`src/rtl/axis_rr_packet_arbiter.sv`:
```
// rtl/axis_rr_packet_arbiter.sv - packet-granular round-robin arbiter sharing one AXI-Stream master port
// Optional per-source accepted-packet counters are enabled by defining AXIS_ARB_PKT_CNT_EN.
module axis_rr_packet_arbiter #(
    parameter int N_SRC      = 4,
    parameter int DATA_WIDTH = 64,
    parameter int USER_WIDTH = 4,
    parameter int ID_WIDTH   = 2
) (
    input  logic                           ACLK,
    input  logic                           ARESETn,
    input  logic [N_SRC-1:0]               s_tvalid,
    output logic [N_SRC-1:0]               s_tready,
    input  logic [N_SRC*DATA_WIDTH-1:0]    s_tdata,
    input  logic [N_SRC*DATA_WIDTH/8-1:0]  s_tkeep,
    input  logic [N_SRC*USER_WIDTH-1:0]    s_tuser,
    input  logic [N_SRC-1:0]               s_tlast,
    output logic                           m_tvalid,
    input  logic                           m_tready,
    output logic [DATA_WIDTH-1:0]          m_tdata,
    output logic [DATA_WIDTH/8-1:0]        m_tkeep,
    output logic [USER_WIDTH-1:0]          m_tuser,
    output logic                           m_tlast,
    output logic [ID_WIDTH-1:0]            m_tid,
`ifdef AXIS_ARB_PKT_CNT_EN
    output logic [N_SRC*16-1:0]            pkt_cnt,
`endif
    output logic                           busy
);

    localparam int KEEP_WIDTH = DATA_WIDTH / 8;

    typedef enum logic {
        IDLE = 1'b0,
        PASS = 1'b1
    } state_t;

    state_t              state_q, state_d;
    logic [ID_WIDTH-1:0] grant_q, grant_d;
    logic [ID_WIDTH-1:0] last_grant_q, last_grant_d;

    logic                sel_valid;
    logic                last_acc;
    logic                hit_hi, hit_lo;
    logic [ID_WIDTH-1:0] idx_hi, idx_lo;

    // Two-window scan: sources above last_grant first, then wrap to 0..last_grant.
    // Descending loop so the lowest matching index in each window wins.
    always_comb begin
        hit_hi = 1'b0;
        hit_lo = 1'b0;
        idx_hi = '0;
        idx_lo = '0;
        for (int i = N_SRC - 1; i >= 0; i--) begin
            if (s_tvalid[i]) begin
                if (i > int'(last_grant_q)) begin
                    hit_hi = 1'b1;
                    idx_hi = ID_WIDTH'(i);
                end else begin
                    hit_lo = 1'b1;
                    idx_lo = ID_WIDTH'(i);
                end
            end
        end
    end

    // Data path is a pure mux on grant; no storage, no added latency.
    always_comb begin
        m_tdata   = s_tdata[DATA_WIDTH-1:0];
        m_tkeep   = s_tkeep[KEEP_WIDTH-1:0];
        m_tuser   = s_tuser[USER_WIDTH-1:0];
        m_tlast   = s_tlast[0];
        sel_valid = s_tvalid[0];
        s_tready  = '0;
        for (int i = 0; i < N_SRC; i++) begin
            if (grant_q == ID_WIDTH'(i)) begin
                m_tdata   = s_tdata[i*DATA_WIDTH +: DATA_WIDTH];
                m_tkeep   = s_tkeep[i*KEEP_WIDTH +: KEEP_WIDTH];
                m_tuser   = s_tuser[i*USER_WIDTH +: USER_WIDTH];
                m_tlast   = s_tlast[i];
                sel_valid = s_tvalid[i];
                if (state_q == PASS) begin
                    s_tready[i] = m_tready;
                end
            end
        end
        m_tvalid = (state_q == PASS) && sel_valid;
        busy     = (state_q == PASS);
        m_tid    = grant_q;
        last_acc = m_tvalid && m_tready && m_tlast;
    end

    always_comb begin
        state_d      = state_q;
        grant_d      = grant_q;
        last_grant_d = last_grant_q;
        case (state_q)
            IDLE: begin
                if (hit_hi || hit_lo) begin
                    state_d = PASS;
                    grant_d = hit_hi ? idx_hi : idx_lo;
                end
            end
            PASS: begin
                if (last_acc) begin
                    state_d      = IDLE;
                    last_grant_d = grant_q;
                end
            end
            default: begin
                state_d = IDLE;
            end
        endcase
    end

    always_ff @(posedge ACLK) begin
        if (!ARESETn) begin
            state_q      <= IDLE;
            grant_q      <= '0;
            last_grant_q <= ID_WIDTH'(N_SRC - 1);
        end else begin
            state_q      <= state_d;
            grant_q      <= grant_d;
            last_grant_q <= last_grant_d;
        end
    end

`ifdef AXIS_ARB_PKT_CNT_EN
    logic [N_SRC*16-1:0] pkt_cnt_q, pkt_cnt_d;

    // 16-bit counters wrap naturally at 0xFFFF.
    always_comb begin
        pkt_cnt_d = pkt_cnt_q;
        for (int i = 0; i < N_SRC; i++) begin
            if (last_acc && (grant_q == ID_WIDTH'(i))) begin
                pkt_cnt_d[i*16 +: 16] = pkt_cnt_q[i*16 +: 16] + 16'd1;
            end
        end
    end

    always_ff @(posedge ACLK) begin
        if (!ARESETn) begin
            pkt_cnt_q <= '0;
        end else begin
            pkt_cnt_q <= pkt_cnt_d;
        end
    end

    assign pkt_cnt = pkt_cnt_q;
`endif

endmodule

```
`config.mk`:
```
export PLATFORM = sky130hd
export DESIGN_NAME = axis_rr_packet_arbiter
export DESIGN_NICKNAME = d
export VERILOG_FILES = /design/src/rtl/axis_rr_packet_arbiter.sv
export SDC_FILE = /design/constraint.sdc
export NUM_CORES = 1
export LEC_CHECK = 0
export ABC_AREA = 1
export CORE_AREA = 2 2 154 156
export DETAILED_ROUTE_END_ITERATION = 12
export DIE_AREA = 0 0 156 158
export DONT_BUFFER_PORTS = 1
export PLACE_DENSITY = 0.3
export SYNTH_ARGS = -nofsm -noshare
export SYNTH_HDL_FRONTEND = slang
export SYNTH_SLANG_ARGS = --single-unit
```
`constraint.sdc`:
```
create_clock -name ACLK -period 1.55 [get_ports ACLK]
set_input_delay 0.3875 -clock ACLK [delete_from_list [all_inputs] [get_ports ACLK]]
set_output_delay 0.3875 -clock ACLK [all_outputs]
set_load 0.03 [all_outputs]
```
==> metrics.cfg <==
[outcome]
status=finished, violations left
violations=setup timing

[global_routing]
grt_pass1_wl_um=21600
track_usage=0.117
grt_max_degree=54
grt_overflow=0
grt_pass1_vias=3558
antenna_found_initial=5

[floorplan]
initial_core_util=0.101
boundaryPins=400
die_h_um=158
die_w_um=156
die_area_sq_um=24600
num_rows=56
core_sq_um=23100

[route]
drt-vias-per-instance=4.82
drt_iter0_markers=171
wl_met1_um=7290
drc=0
routed_wl_um=18100
wl_met2_um=9180
antenna_left=0
highest_layer=met5
firstDrtPassIters=4
vias=3860
wl_met3_um=1230
post_drt_wl_per_cell_um=22.7

[timing]
timing.final.crit_share=1.27
max_slew_margin=0.772
setup_viol=83
fin_ws_ns=-0.418
period_needed_ns=1.97
worstMarginPinSlew_ns=0.341
rsz0062_at_grt=yes
hold_viol=0
fin_skew_ns=0.00119
max_freq_ghz=0.508
maxSlewViolCount=0

[placed_design]
place_congestion=0.752
dp_cells=776
port_buffers=0
placed_area_sq_um=3720
hpwl_um=12700

[layout]
nets=823
fin_cells=801
area_delta_synth_final_pct=102
drive_gt1_frac=0.519
final_util=0.204
fin_area_sq_um=4690

[worst_hold_path]
min-delay-path-class=in -> reg

[synthesis]
synthTopCellsByArea=o221ai_1 28%, nand2_1 17%, nor2_1 13%
synthCells=427
syn-cell-area_sq_um=2320
ys_types=21
syn_nets=742
synth-seq-cells=5
syn_avg_cell_area_sq_um=5.44
yosysTopAreaCell=o221ai_1
synth_seq_area_share=0.0431
synth_top_area_frac=0.275
ys_warn_count=0

[clocking]
cts_made_buffers=3
cts_root_buffer=clkbuf_16
h-tree-depth=1
clock_latency_ns=0.23
cts_sinks=5
path_clk_slew_ns=0.03
clk_path_buf_depth=2
cts_tree=done
cts_hold_buffers=0

[setup_path]
path_max_fanout=53
critPathCaptureType=output port
critical_path_required_ns=1.16
crit_path_start_kind=register
crit_type=reg -> out
critPathArrivalTime_ns=1.58

[power_and_ir_drop]
ir_worst_vdd_v=0.000318
power-per-cell-area_nw_per_um2=1010
total_leakage_power_nw=1.76

[job]
max_cap_viol_count=0

-- logic make-up after synthesis --
logic type | synth area share
buf+inv | 0.137
simple gates | 0.356
compound gates | 0.464
flops | 0.0431
-- report_power, final --
part | internal (W) | switching, W
Clock | 0.000341 | 0.0000814
Combinational | 0.00179 | 0.00236
Sequential | 0.000144 | 0.0000243
-- synth_stat cells, drive strengths merged --
| master | number |
|---|---|
| nand2 | 108 |
| o21ai | 84 |
| nor2 | 83 |
| o221ai | 73 |
| buf | 34 |
| inv | 12 |
| nand3 | 10 |
| clkbuf | 8 |
| dfxtp | 5 |
| nand4 | 5 |
| a21oi | 3 |
| and2 | 1 |
| nor3 | 1 |
-- final timing paths --
check	to	cells after the start	from	slack (ns)
max	m_tdata[44]	5	m_tid[1]$_SDFFE_PN0P_	-0.42
min	last_grant_q[1]$_SDFFE_PN1P_	1	ARESETn	0.24
max reg2reg	last_grant_q[0]$_SDFFE_PN1P_	11	m_tid[1]$_SDFFE_PN0P_	-0.14
min reg2reg	last_grant_q[0]$_SDFFE_PN1P_	2	last_grant_q[0]$_SDFFE_PN1P_	0.51
-- cells in the final DEF, fill, tap and decap left out, drive strengths merged --
master | Yosys | routed
nand2 | 108 | 109
buf | 34 | 108
o21ai | 84 | 84
nor2 | 83 | 83
o221ai | 73 | 73
clkbuf | 8 | 12
inv | 12 | 12
nand3 | 10 | 10
nand4 | 5 | 5
dfxtp | 5 | 5
diode | 0 | 4
a21oi | 3 | 3
and2 | 1 | 1
nor3 | 1 | 1
bufbuf | 0 | 1
-- routing by layer --
| metal | track usage | up-vias |
|---|---|---|
| met1 | 0.144 | 1837 |
| met5 | 0 | - |
| met4 | 0.0371 | 2 |
| li1 | - | 1742 |
| met3 | 0.0183 | 24 |
| met2 | 0.208 | 255 |
-- worst max-delay path, cell delays in order (launching register included) --
cell and delay, ns:
dfxtp_4 0.37, inv_6 0.10, buf_16 0.27, o221ai_1 0.21, o21ai_2 0.17, buf_4 0.17
-- timing repair --
| item | 4_1_cts | 5_1_grt |
|---|---|---|
| pin swaps | 8 | 7 |
| resized for setup | 68 | 54 |
| setup buffers | 3 | 1 |
| gates cloned | 4 | 9 |
| endpoints found under the setup margin | 83 | 85 |
-- metrics by stage --
stage | TNS (ns) | setup WS (ns) | total power, W | hold slack, ns
finish | -27.11 | -0.418 | 0.00475 | 0.245
global route | -32.79 | -0.469 | 0.00501 | 0.247
CTS | -25.23 | -0.383 | 0.00439 | 0.244
detailed placement | -8.74 | -0.195 | 0.00358 | 0.477
global placement | -7.96 | -0.158 | 0.00359 | 0.477
floorplan | -13.77 | -0.200 | 0.00243 | 0.465
-- final cells by class --
type | instances | area, sq um
Tap cell | 290 | 363
Antenna cell | 4 | 10.0
Inverter | 12 | 60.1
Multi-Input combinational cell | 369 | 2530
Timing Repair Buffer | 117 | 1550
Fill cell | 2593 | 18400
Clock buffer | 4 | 78.8
Sequential cell | 5 | 108
-- sequential cells by signal (all words and copies together), names as in the netlist --
name,flops
last_grant_q,2
busy,1
m_tid,2
Power figures use the tool's default switching activity.
